**src/rtl/pattern_loader_if.sv**
```systemverilog
// Host-side byte stream into the loader and readback stream out of it.
interface pattern_loader_if #(
  parameter int unsigned buffer_width = 8
);
  logic [buffer_width-1:0] load_byte;
  logic                    load_valid;
  logic                    load_ready;
  logic [buffer_width-1:0] rb_byte;
  logic                    rb_valid;

  modport master (
    output load_byte,
    output load_valid,
    input  load_ready,
    input  rb_byte,
    input  rb_valid
  );

  modport slave (
    input  load_byte,
    input  load_valid,
    output load_ready,
    output rb_byte,
    output rb_valid
  );
endinterface

```
**src/rtl/pattern_loader.sv**
```systemverilog
// Serial driver for the pattern buffer scan chain: shifts host bytes in
// MSB-first and captures the displaced bytes as readback.
module pattern_loader #(
  parameter int unsigned buffer_width = 8,
  parameter int unsigned buffer_size  = 32
) (
  input  logic            clk,
  input  logic            rst_n,
  input  logic            start,
  pattern_loader_if.slave host,
  output logic            ssel,
  output logic            sin,
  input  logic            sout,
  output logic            busy,
  output logic            done
);

  localparam int unsigned BIT_W  = (buffer_width > 1) ? $clog2(buffer_width) : 1;
  localparam int unsigned BYTE_W = (buffer_size > 1) ? $clog2(buffer_size) : 1;
  localparam logic [BIT_W-1:0]  BIT_LAST  = BIT_W'(buffer_width - 1);
  localparam logic [BYTE_W-1:0] BYTE_LAST = BYTE_W'(buffer_size - 1);

  typedef enum logic [1:0] {
    S_IDLE  = 2'd0,
    S_WAIT  = 2'd1,
    S_SHIFT = 2'd2,
    S_DONE  = 2'd3
  } state_t;

  state_t                  state_q, state_d;
  logic [BIT_W-1:0]        bit_cnt_q, bit_cnt_d;
  logic [BYTE_W-1:0]       byte_cnt_q, byte_cnt_d;
  logic [buffer_width-1:0] tx_sh_q, tx_sh_d;
  logic [buffer_width-1:0] rx_sh_q, rx_sh_d;
  logic [buffer_width-1:0] rb_byte_q, rb_byte_d;
  logic                    rb_valid_q, rb_valid_d;
  logic                    ready_q, ready_d;
  logic                    ssel_q, ssel_d;
  logic                    busy_q, busy_d;
  logic                    done_q, done_d;
  logic                    xfer;

  // A byte is taken whenever the host offers it while we advertise ready.
  assign xfer = host.load_valid && ready_q;

  // Next-state, datapath and registered-output decode.
  always_comb begin
    state_d    = state_q;
    bit_cnt_d  = bit_cnt_q;
    byte_cnt_d = byte_cnt_q;
    tx_sh_d    = tx_sh_q;
    rx_sh_d    = rx_sh_q;
    rb_byte_d  = rb_byte_q;
    rb_valid_d = 1'b0;

    case (state_q)
      S_IDLE: begin
        if (start) begin
          state_d    = S_WAIT;
          byte_cnt_d = '0;
        end
      end
      S_WAIT: begin
        if (xfer) begin
          tx_sh_d   = host.load_byte;
          bit_cnt_d = '0;
          state_d   = S_SHIFT;
        end
      end
      S_SHIFT: begin
        tx_sh_d   = tx_sh_q << 1;
        rx_sh_d   = (rx_sh_q << 1) | buffer_width'(sout);
        bit_cnt_d = bit_cnt_q + BIT_W'(1);
        if (bit_cnt_q == BIT_LAST) begin
          rb_byte_d  = rx_sh_d;
          rb_valid_d = 1'b1;
          byte_cnt_d = byte_cnt_q + BYTE_W'(1);
          if (byte_cnt_q == BYTE_LAST) begin
            state_d = S_DONE;
          end else if (xfer) begin
            // Gapless streaming: next byte loads on the last-bit edge.
            tx_sh_d   = host.load_byte;
            bit_cnt_d = '0;
          end else begin
            state_d = S_WAIT;
          end
        end
      end
      S_DONE: begin
        state_d = S_IDLE;
      end
      default: begin
        state_d = S_IDLE;
      end
    endcase

    // Ready in WAIT and in the last-bit cycle of any byte but the final one.
    ready_d = (state_d == S_WAIT) ||
              ((state_d == S_SHIFT) && (bit_cnt_d == BIT_LAST) && (byte_cnt_d != BYTE_LAST));
    ssel_d  = (state_d == S_SHIFT);
    busy_d  = (state_d != S_IDLE);
    done_d  = (state_d == S_DONE);
  end

  // State, datapath and output registers with synchronous reset.
  always_ff @(posedge clk) begin
    if (!rst_n) begin
      state_q    <= S_IDLE;
      bit_cnt_q  <= '0;
      byte_cnt_q <= '0;
      tx_sh_q    <= '0;
      rx_sh_q    <= '0;
      rb_byte_q  <= '0;
      rb_valid_q <= 1'b0;
      ready_q    <= 1'b0;
      ssel_q     <= 1'b0;
      busy_q     <= 1'b0;
      done_q     <= 1'b0;
    end else begin
      state_q    <= state_d;
      bit_cnt_q  <= bit_cnt_d;
      byte_cnt_q <= byte_cnt_d;
      tx_sh_q    <= tx_sh_d;
      rx_sh_q    <= rx_sh_d;
      rb_byte_q  <= rb_byte_d;
      rb_valid_q <= rb_valid_d;
      ready_q    <= ready_d;
      ssel_q     <= ssel_d;
      busy_q     <= busy_d;
      done_q     <= done_d;
    end
  end

  assign host.load_ready = ready_q;
  assign host.rb_byte    = rb_byte_q;
  assign host.rb_valid   = rb_valid_q;
  assign ssel            = ssel_q;
  assign sin             = tx_sh_q[buffer_width-1];
  assign busy            = busy_q;
  assign done            = done_q;

endmodule

```
**src/flat_wrapper.sv**
```systemverilog
// flat-port wrapper written by rule: the top's interface ports become plain ports
module pattern_loader_flat 
#(
  parameter int unsigned buffer_width = 8,
  parameter int unsigned buffer_size  = 32
)
  (clk, rst_n, start, ssel, sin, sout, busy, done, host_load_byte, host_load_valid, host_load_ready, host_rb_byte, host_rb_valid);
  pattern_loader_if #(.buffer_width(buffer_width)) host_i ();
  input  logic clk;
  input  logic rst_n;
  input  logic start;
  output logic ssel;
  output logic sin;
  input  logic sout;
  output logic busy;
  output logic done;
  input wire logic [$bits(host_i.load_byte)-1:0] host_load_byte;
  input wire logic [$bits(host_i.load_valid)-1:0] host_load_valid;
  output wire logic [$bits(host_i.load_ready)-1:0] host_load_ready;
  output wire logic [$bits(host_i.rb_byte)-1:0] host_rb_byte;
  output wire logic [$bits(host_i.rb_valid)-1:0] host_rb_valid;
  assign host_i.load_byte = host_load_byte;
  assign host_i.load_valid = host_load_valid;
  assign host_load_ready = host_i.load_ready;
  assign host_rb_byte = host_i.rb_byte;
  assign host_rb_valid = host_i.rb_valid;
  pattern_loader #(.buffer_width(buffer_width), .buffer_size(buffer_size)) u_core (.clk(clk), .rst_n(rst_n), .start(start), .host(host_i), .ssel(ssel), .sin(sin), .sout(sout), .busy(busy), .done(done));
endmodule
```
**config.mk**
```make
export PLATFORM = sky130hd
export DESIGN_NAME = pattern_loader_flat
export DESIGN_NICKNAME = d
export VERILOG_FILES = /design/src/rtl/pattern_loader_if.sv /design/src/rtl/pattern_loader.sv /design/src/flat_wrapper.sv
export SDC_FILE = /design/constraint.sdc
export NUM_CORES = 1
export LEC_CHECK = 0
export BUFFER_PORTS_ARGS = -buffer_cell sky130_fd_sc_hd__buf_2
export CORE_MARGIN = 2
export CORE_UTILIZATION = 49
export CTS_BUF_LIST = sky130_fd_sc_hd__clkbuf_16
export DETAILED_ROUTE_END_ITERATION = 16
export PLACE_DENSITY_LB_ADDON = 0.25
export SLEW_MARGIN = 20
export SYNTH_ARGS = -nofsm -noshare
export SYNTH_HDL_FRONTEND = slang
export SYNTH_SLANG_ARGS = --single-unit
```
**constraint.sdc**
```tcl
create_clock -name clk -period 4.57 [get_ports clk]
set_input_delay 0.457 -clock clk [delete_from_list [all_inputs] [get_ports clk]]
set_output_delay 0.457 -clock clk [all_outputs]
set_load 0.1 [all_outputs]
```
# After elaboration in Yosys (flattened, before gate mapping)
# Cells that the tools add are included.
# Widths: inputs -> output; s select.
# word_totals
mem_bits_ro	0
ramBits	0
latch_bits	0
elab_cells	55
ff_bits	38
n_memories	0
in_bits	13
# classes
bitwise_logic	1
n_reduce_logical	10
multipliers	0
shifts	0
n_eq_ne	11
addsub	2
div	0
muxes	20
magnitude_cmp	0
# ops
op	n
$mux 8	4
$pmux 8 s2	1
$mux 3	4
$mux 2	5
$mux 5	2
$pmux 5 s2	1
$eq 2x2->1 const B	4
$or 8x1->8	1
$pmux 2 s4	1
$eq 3x3->1 const B	2
$pmux 3 s2	1
$reduce_and 2->1	3
$add 5x1->5 const B	1
$eq 5x5->1 const B	1
$ne 5x5->1 const B	1
$eq 2x1->1 const B	2
$reduce_bool 2->1	2
$add 3x1->3 const B	1
$logic_and 1x1->1	3
$logic_not 2->1	1
$ne 2x1->1 const B	1
$logic_or 1x1->1	1
$mux 1	1

# Longest topological paths before layout
# depth
depth_word	9
ltp_mapped	9
depth_no_buf	8

# Worst setup path after synthesis
# Ideal clock, no wire load.
# synth_path
path_kind	register to register
from	reg u_core.ready_q (netlist: u_core.host.load_ready)
to	reg u_core.ready_q (netlist: u_core.host.load_ready)
n_path_buf	0
required_time_ns	4.453
stages_incl_launch_ff	5
t_arrival_ns	2.011
slack_ns	2.441
cell_sequence	dfxtp_1 > nand4b_4 > a31o_1 > a31o_1 > a32o_1
# synth_between
elab_chain_len	9
elab_cells_between_ends	17
# synth_rtl
element	line_no	text
start, declared	pattern_loader.sv:37	logic ready_q, ready_d;
start signal, assigned	pattern_loader.sv:127	ready_q <= ready_d;
$logic_and 1x1->1 *	pattern_loader.sv:44	assign xfer = host.load_valid && ready_q;
$mux 2 or $mux 3 (tied branches)	pattern_loader.sv:80	end else if (xfer) begin
$mux 2 or $mux 3 (tied branches)	pattern_loader.sv:78	if (byte_cnt_q == BYTE_LAST) begin
$mux 2 or $mux 3 (tied branches)	pattern_loader.sv:74	if (bit_cnt_q == BIT_LAST) begin
$pmux 2 s4 or $pmux 3 s2 (tied branches)	pattern_loader.sv:56	case (state_q)
$eq 2x2->1 or $eq 3x3->1 (tied branches)	pattern_loader.sv:99	((state_d == S_SHIFT) && (bit_cnt_d == BIT_LAST) && (byte_cnt_d != BYTE_LAST));
$logic_and 1x1->1 (2 in a row)	pattern_loader.sv:99	
$logic_or 1x1->1 *	pattern_loader.sv:98	ready_d = (state_d == S_WAIT) ||
# Mark *: on every way between the ends. The rest lies on a longest branch, timed or not.
# A chain may end at the register's enable or synchronous reset.

# Worst setup path in the final report
# layout_path
from	reg u_core.state_q[0]
to	reg u_core.tx_sh_q[4]
# layout_between
elab_chain_len	3
elab_cells_between_ends	6
# layout_rtl
element	line_no	text
start, declared	pattern_loader.sv:30	state_t state_q, state_d;
start signal, assigned	pattern_loader.sv:120	state_q <= state_d;
$eq 2x1->1 or $eq 2x2->1 (tied branches)	pattern_loader.sv:56	
$ne 2x1->1 (no source line) or $reduce_bool 2->1 (tied branches)	n/a	
$reduce_and 2->1 (no source line)	n/a	
end signal, assigned	pattern_loader.sv:123	tx_sh_q <= tx_sh_d;
end, declared	pattern_loader.sv:33	logic [buffer_width-1:0] tx_sh_q, tx_sh_d;
# Parallel ways exist; a longest one is shown, timed or not.

==> impl_results.html <==
<table>
<tr><th>Metric</th><th>Value</th></tr>
<tr><th colspan="2">Critical path</th></tr>
<tr><td>Top Family by Delay on Critical Path</td><td>compound AO/OA/AOI/OAI gates</td></tr>
<tr><td>Critical Path Start</td><td>u_core.state_q[0]</td></tr>
<tr><td>CP Cell Sequence</td><td>inv_1, ha_1, buf_4, inv_2, o21ai_2, nor2_1, a311oi_1</td></tr>
<tr><td>Cells on worst reg2reg path</td><td>7</td></tr>
<tr><td>Maximum fanout encountered on the critical timing path</td><td>15</td></tr>
<tr><td>Cell count along the critical path</td><td>7</td></tr>
<tr><td>Worst Path Required</td><td>4.74 ns</td></tr>
<tr><td>CP startpoint kind</td><td>flop</td></tr>
<tr><td>Slowest-stage cell, CP</td><td>sky130_fd_sc_hd__o21ai_2</td></tr>
<tr><td>Type of element capturing the critical path</td><td>flop</td></tr>
<tr><td>Arrival @ worst endpoint</td><td>2.49 ns</td></tr>
<tr><td>FF-to-FF Start</td><td>u_core.state_q[0]</td></tr>
<tr><td>CP max stage delay</td><td>0.48 ns</td></tr>
<tr><td>Worst path buffer plus inverter count</td><td>3</td></tr>
<tr><td>Type of the worst setup path</td><td>reg2reg</td></tr>
<tr><td>R2R setup slack</td><td>2.25 ns</td></tr>
<tr><td>Capture instance of the worst register-to-register path</td><td>u_core.tx_sh_q[4]</td></tr>
<tr><td>End point of the critical path</td><td>u_core.tx_sh_q[4]</td></tr>
<tr><th colspan="2">Clock tree</th></tr>
<tr><td>Clock sink count</td><td>38</td></tr>
<tr><td>TritonCTS clock tree</td><td>yes</td></tr>
<tr><td>Root buffer selected by CTS</td><td>sky130_fd_sc_hd__clkbuf_16</td></tr>
<tr><td>Source-to-sink clock delay at the later pin of the worst-skew pair</td><td>0.28 ns</td></tr>
<tr><td>H-tree depth</td><td>2</td></tr>
<tr><td>Resized cells post-CTS</td><td>0</td></tr>
<tr><td>CTS clock-pin slew for the worst setup and hold paths</td><td>0.06 ns</td></tr>
<tr><td>Total CTS buffers</td><td>5</td></tr>
<tr><td>Hold-fix buffers at CTS</td><td>0</td></tr>
<tr><td>Post-CTS setup buffer count</td><td>0</td></tr>
<tr><td>Clock Path Buffers</td><td>2</td></tr>
<tr><th colspan="2">GRT</th></tr>
<tr><td>Initial antenna violation count</td><td>0</td></tr>
<tr><td>Largest net degree at the start of global routing</td><td>34</td></tr>
<tr><td>Total global routing overflow</td><td>0</td></tr>
<tr><td>GR Util All Layers</td><td>19.2%</td></tr>
<tr><td>Global-route wire length before repair</td><td>6020 um</td></tr>
<tr><td>Vias in the first global route</td><td>1368</td></tr>
<tr><th colspan="2">Logic synthesis</th></tr>
<tr><td>Cells after synthesis</td><td>195</td></tr>
<tr><td>Average instance area after synthesis</td><td>8.98 um2</td></tr>
<tr><td>Number of register bits inferred by synthesis</td><td>38</td></tr>
<tr><td>Cell type with the highest aggregate area in the netlist</td><td>sky130_fd_sc_hd__dfxtp_1</td></tr>
<tr><td>Top cells by area in the synthesized netlist</td><td>sky130_fd_sc_hd__dfxtp_1, sky130_fd_sc_hd__nand2_1, sky130_fd_sc_hd__ha_1</td></tr>
<tr><td>Most frequent cells after synthesis</td><td>sky130_fd_sc_hd__dfxtp_1, sky130_fd_sc_hd__nand2_1, sky130_fd_sc_hd__nor2_1, sky130_fd_sc_hd__a21oi_1, sky130_fd_sc_hd__nand3_1</td></tr>
<tr><td>Leading register cell type out of synthesis</td><td>sky130_fd_sc_hd__dfxtp_1</td></tr>
<tr><td>Synth Cell Area</td><td>0.00175 mm2</td></tr>
<tr><td>Warning count from the yosys run</td><td>0</td></tr>
<tr><td>Top cell type's share of synthesized area</td><td>43.5%</td></tr>
<tr><td>Async set-or-reset flop fraction in the synthesized netlist</td><td>0%</td></tr>
<tr><td>Net count after synthesis</td><td>216</td></tr>
<tr><td>Part of the Yosys area used for sequential elements</td><td>43.5%</td></tr>
<tr><td>Number of flops mapped to enable cells by yosys</td><td>0</td></tr>
<tr><td>Yosys cell types</td><td>36</td></tr>
<tr><td>Most repeated cell in the gate-level netlist after synthesis</td><td>sky130_fd_sc_hd__dfxtp_1</td></tr>
<tr><th colspan="2">Place</th></tr>
<tr><td># port buffers</td><td>26</td></tr>
<tr><td>Routability Congestion</td><td>0.850</td></tr>
<tr><td>Instance area after placement</td><td>0.00188 mm2</td></tr>
<tr><td>Detailed Place HPWL</td><td>2630 um</td></tr>
<tr><th colspan="2">Cells and area</th></tr>
<tr><td>Antenna cells</td><td>0</td></tr>
<tr><td>Fraction of layout cells with a size suffix above 1</td><td>20.1%</td></tr>
<tr><td>Fin area</td><td>0.00204 mm2</td></tr>
<tr><td>Layout Utilization</td><td>60.2%</td></tr>
<tr><td>Fill cell total of the finished layout</td><td>290</td></tr>
<tr><td>Area grow syn2layout</td><td>16.7%</td></tr>
<tr><td>Net total in the final layout</td><td>239</td></tr>
<tr><th colspan="2">Routing</th></tr>
<tr><td>1st-pass router iterations</td><td>4</td></tr>
<tr><td>Count of unresolved DRC violations after routing</td><td>0</td></tr>
<tr><td>Wirelength, routed</td><td>3670 um</td></tr>
<tr><td>Average wire per cell in the routed design</td><td>13.8 um</td></tr>
<tr><td>Vias after detailed routing</td><td>1473</td></tr>
<tr><td>Final ANT Viol Nets</td><td>0</td></tr>
<tr><td>Via-per-instance ratio</td><td>5.56</td></tr>
<tr><td>Number of violations reported at the end of detailed-routing iteration 0</td><td>46</td></tr>
<tr><th colspan="2">Timing</th></tr>
<tr><td>Setup tns final</td><td>0 ns</td></tr>
<tr><td>Actual slew at the worst max-slew pin</td><td>1.03 ns</td></tr>
<tr><td>Max-slew headroom</td><td>31.5%</td></tr>
<tr><td>Fmax</td><td>0.432 GHz</td></tr>
<tr><td>Portion of the clock cycle consumed by the worst path in the final layout</td><td>50.7%</td></tr>
<tr><td>Number of pins with negative max-slew slack in the final report</td><td>0</td></tr>
<tr><td>Minimum period implied by the final worst setup slack</td><td>2.32 ns</td></tr>
<tr><td>Max Clock Skew</td><td>0.00410 ns</td></tr>
<tr><td>Hold violation total from the final report</td><td>0</td></tr>
<tr><td>Final setup violating endpoints</td><td>0</td></tr>
<tr><td>Setup repair after global routing missed its margin</td><td>false</td></tr>
<tr><th colspan="2">Power</th></tr>
<tr><td>Worst IR drop on VDD</td><td>0.289 mV</td></tr>
<tr><td>Areal power density over the cells</td><td>390 mW/mm2</td></tr>
<tr><td>Leak</td><td>0.872 nW</td></tr>
<tr><th colspan="2">Floorplan</th></tr>
<tr><td>Total number of placement rows</td><td>21</td></tr>
<tr><td>Initial cell density of the core</td><td>51.6%</td></tr>
<tr><td>Number of ports placed on the die boundary</td><td>27</td></tr>
<tr><td>DIE WIDTH</td><td>63.8 um</td></tr>
<tr><td>Vertical die dimension</td><td>63.8 um</td></tr>
<tr><td>Area inside the core boundary</td><td>0.00339 mm2</td></tr>
<tr><td>Die outline area</td><td>0.00407 mm2</td></tr>
<tr><th colspan="2">Min path</th></tr>
<tr><td>Worst min-delay path category</td><td>in2reg</td></tr>
<tr><th colspan="2">Status</th></tr>
<tr><td>Status</td><td>complete, no violations</td></tr>
<tr><th colspan="2">Run</th></tr>
<tr><td>MaxCap Viol Count</td><td>0</td></tr>
</table>
[how the worst min path moves through the flow]
stage | from | slack, ns | cells past startpoint | end
3_3_place_gp | u_core.host.rb_byte[1] | 0.44 | 2 | u_core.host.rb_byte[1]
6_report | sout | 0.44 | 3 | u_core.rx_sh_q[0]
3_5_place_dp | u_core.host.rb_byte[3] | 0.45 | 2 | u_core.host.rb_byte[3]
2_1_floorplan | u_core.rx_sh_q[6] | 0.43 | 2 | u_core.host.rb_byte[7]
5_1_grt | host_load_byte[3] | 0.45 | 3 | u_core.tx_sh_q[3]
4_1_cts | host_load_byte[3] | 0.43 | 3 | u_core.tx_sh_q[3]
[sequential cells by signal, summed over array words and instances, names as in the netlist]
| name | cells |
|---|---|
| u_core.bit_cnt_q | 3 |
| u_core.busy | 1 |
| u_core.byte_cnt_q | 5 |
| u_core.done | 1 |
| u_core.host.load_ready | 1 |
| u_core.host.rb_byte | 8 |
| u_core.host.rb_valid | 1 |
| u_core.rx_sh_q | 7 |
| u_core.ssel | 1 |
| u_core.state_q | 2 |
| u_core.tx_sh_q | 8 |
[cell usage in the layout, fill, tap and decap left out, types with 8 or more instances in the layout]
cell | netlist | routed
sky130_fd_sc_hd__nor2_1 | 22 | 22
sky130_fd_sc_hd__ha_1 | 8 | 8
sky130_fd_sc_hd__a21oi_1 | 17 | 17
sky130_fd_sc_hd__nand3_1 | 10 | 10
sky130_fd_sc_hd__a311oi_1 | 8 | 8
sky130_fd_sc_hd__buf_2 | 4 | 26
sky130_fd_sc_hd__mux2i_1 | 9 | 9
sky130_fd_sc_hd__nand2_1 | 30 | 30
sky130_fd_sc_hd__dfxtp_1 | 38 | 38
[layer usage]
layer	track usage, %	share of wire (%)	vias to the layer above
met4	7.07	1.4	0
met3	5.99	6.3	6
met2	33.0	50	54
li1	-	-	733
met1	22.5	42	680
met5	0	0	-
[kinds of logic after synthesis]
kind of cell	count (synthesis)	share of synthesized area (%)
buffers and inverters	17	5.22
DFF	38	43.5
AOI/OAI and AO/OA	41	17.1
adders and majority gates	8	5.72
xor gates and xnor gates	1	0.500
and+or+nand+nor	79	21.6
muxes	11	6.43
[final cells by class]
cell class / count / area (um2) / share of cell area [%]
Sequential cell: 38 / 761 / 37.3
Clock inverter: 3 / 40.0 / 1.96
Multi-Input combinational cell: 140 / 898 / 44.0
Tap cell: 46 / 57.6 / 2.82
Inverter: 6 / 22.5 / 1.10
Clock buffer: 5 / 125 / 6.13
Timing Repair Buffer: 27 / 138 / 6.74
[worst register-to-register path, cell delays in order (launching register included)]
cell	delay, ns
sky130_fd_sc_hd__dfxtp_1	0.35
sky130_fd_sc_hd__inv_1	0.09
sky130_fd_sc_hd__ha_1	0.47
sky130_fd_sc_hd__buf_4	0.33
sky130_fd_sc_hd__inv_2	0.09
sky130_fd_sc_hd__o21ai_2	0.48
sky130_fd_sc_hd__nor2_1	0.10
sky130_fd_sc_hd__a311oi_1	0.29
[where the power goes]
group | switching, mW | internal, mW | leakage (nW)
Clock | 0.133 | 0.255 | 0.0836
Sequential | 0.00512 | 0.338 | 0.307
Combinational | 0.0471 | 0.0190 | 0.482
[per-stage QoR]
stage | hold slack, ns | worst slack (ns) | cells | total power, mW
2_1_floorplan | 0.431 | 2.44 | 195 | 0.400
3_3_place_gp | 0.444 | 2.40 | 257 | 0.414
3_5_place_dp | 0.449 | 2.30 | 257 | 0.415
4_1_cts | 0.435 | 2.28 | 265 | 0.800
5_1_grt | 0.452 | 2.04 | 265 | 0.819
6_report | 0.437 | 2.25 | 265 | 0.797
Note: power is estimated with default switching activity, not from simulation.
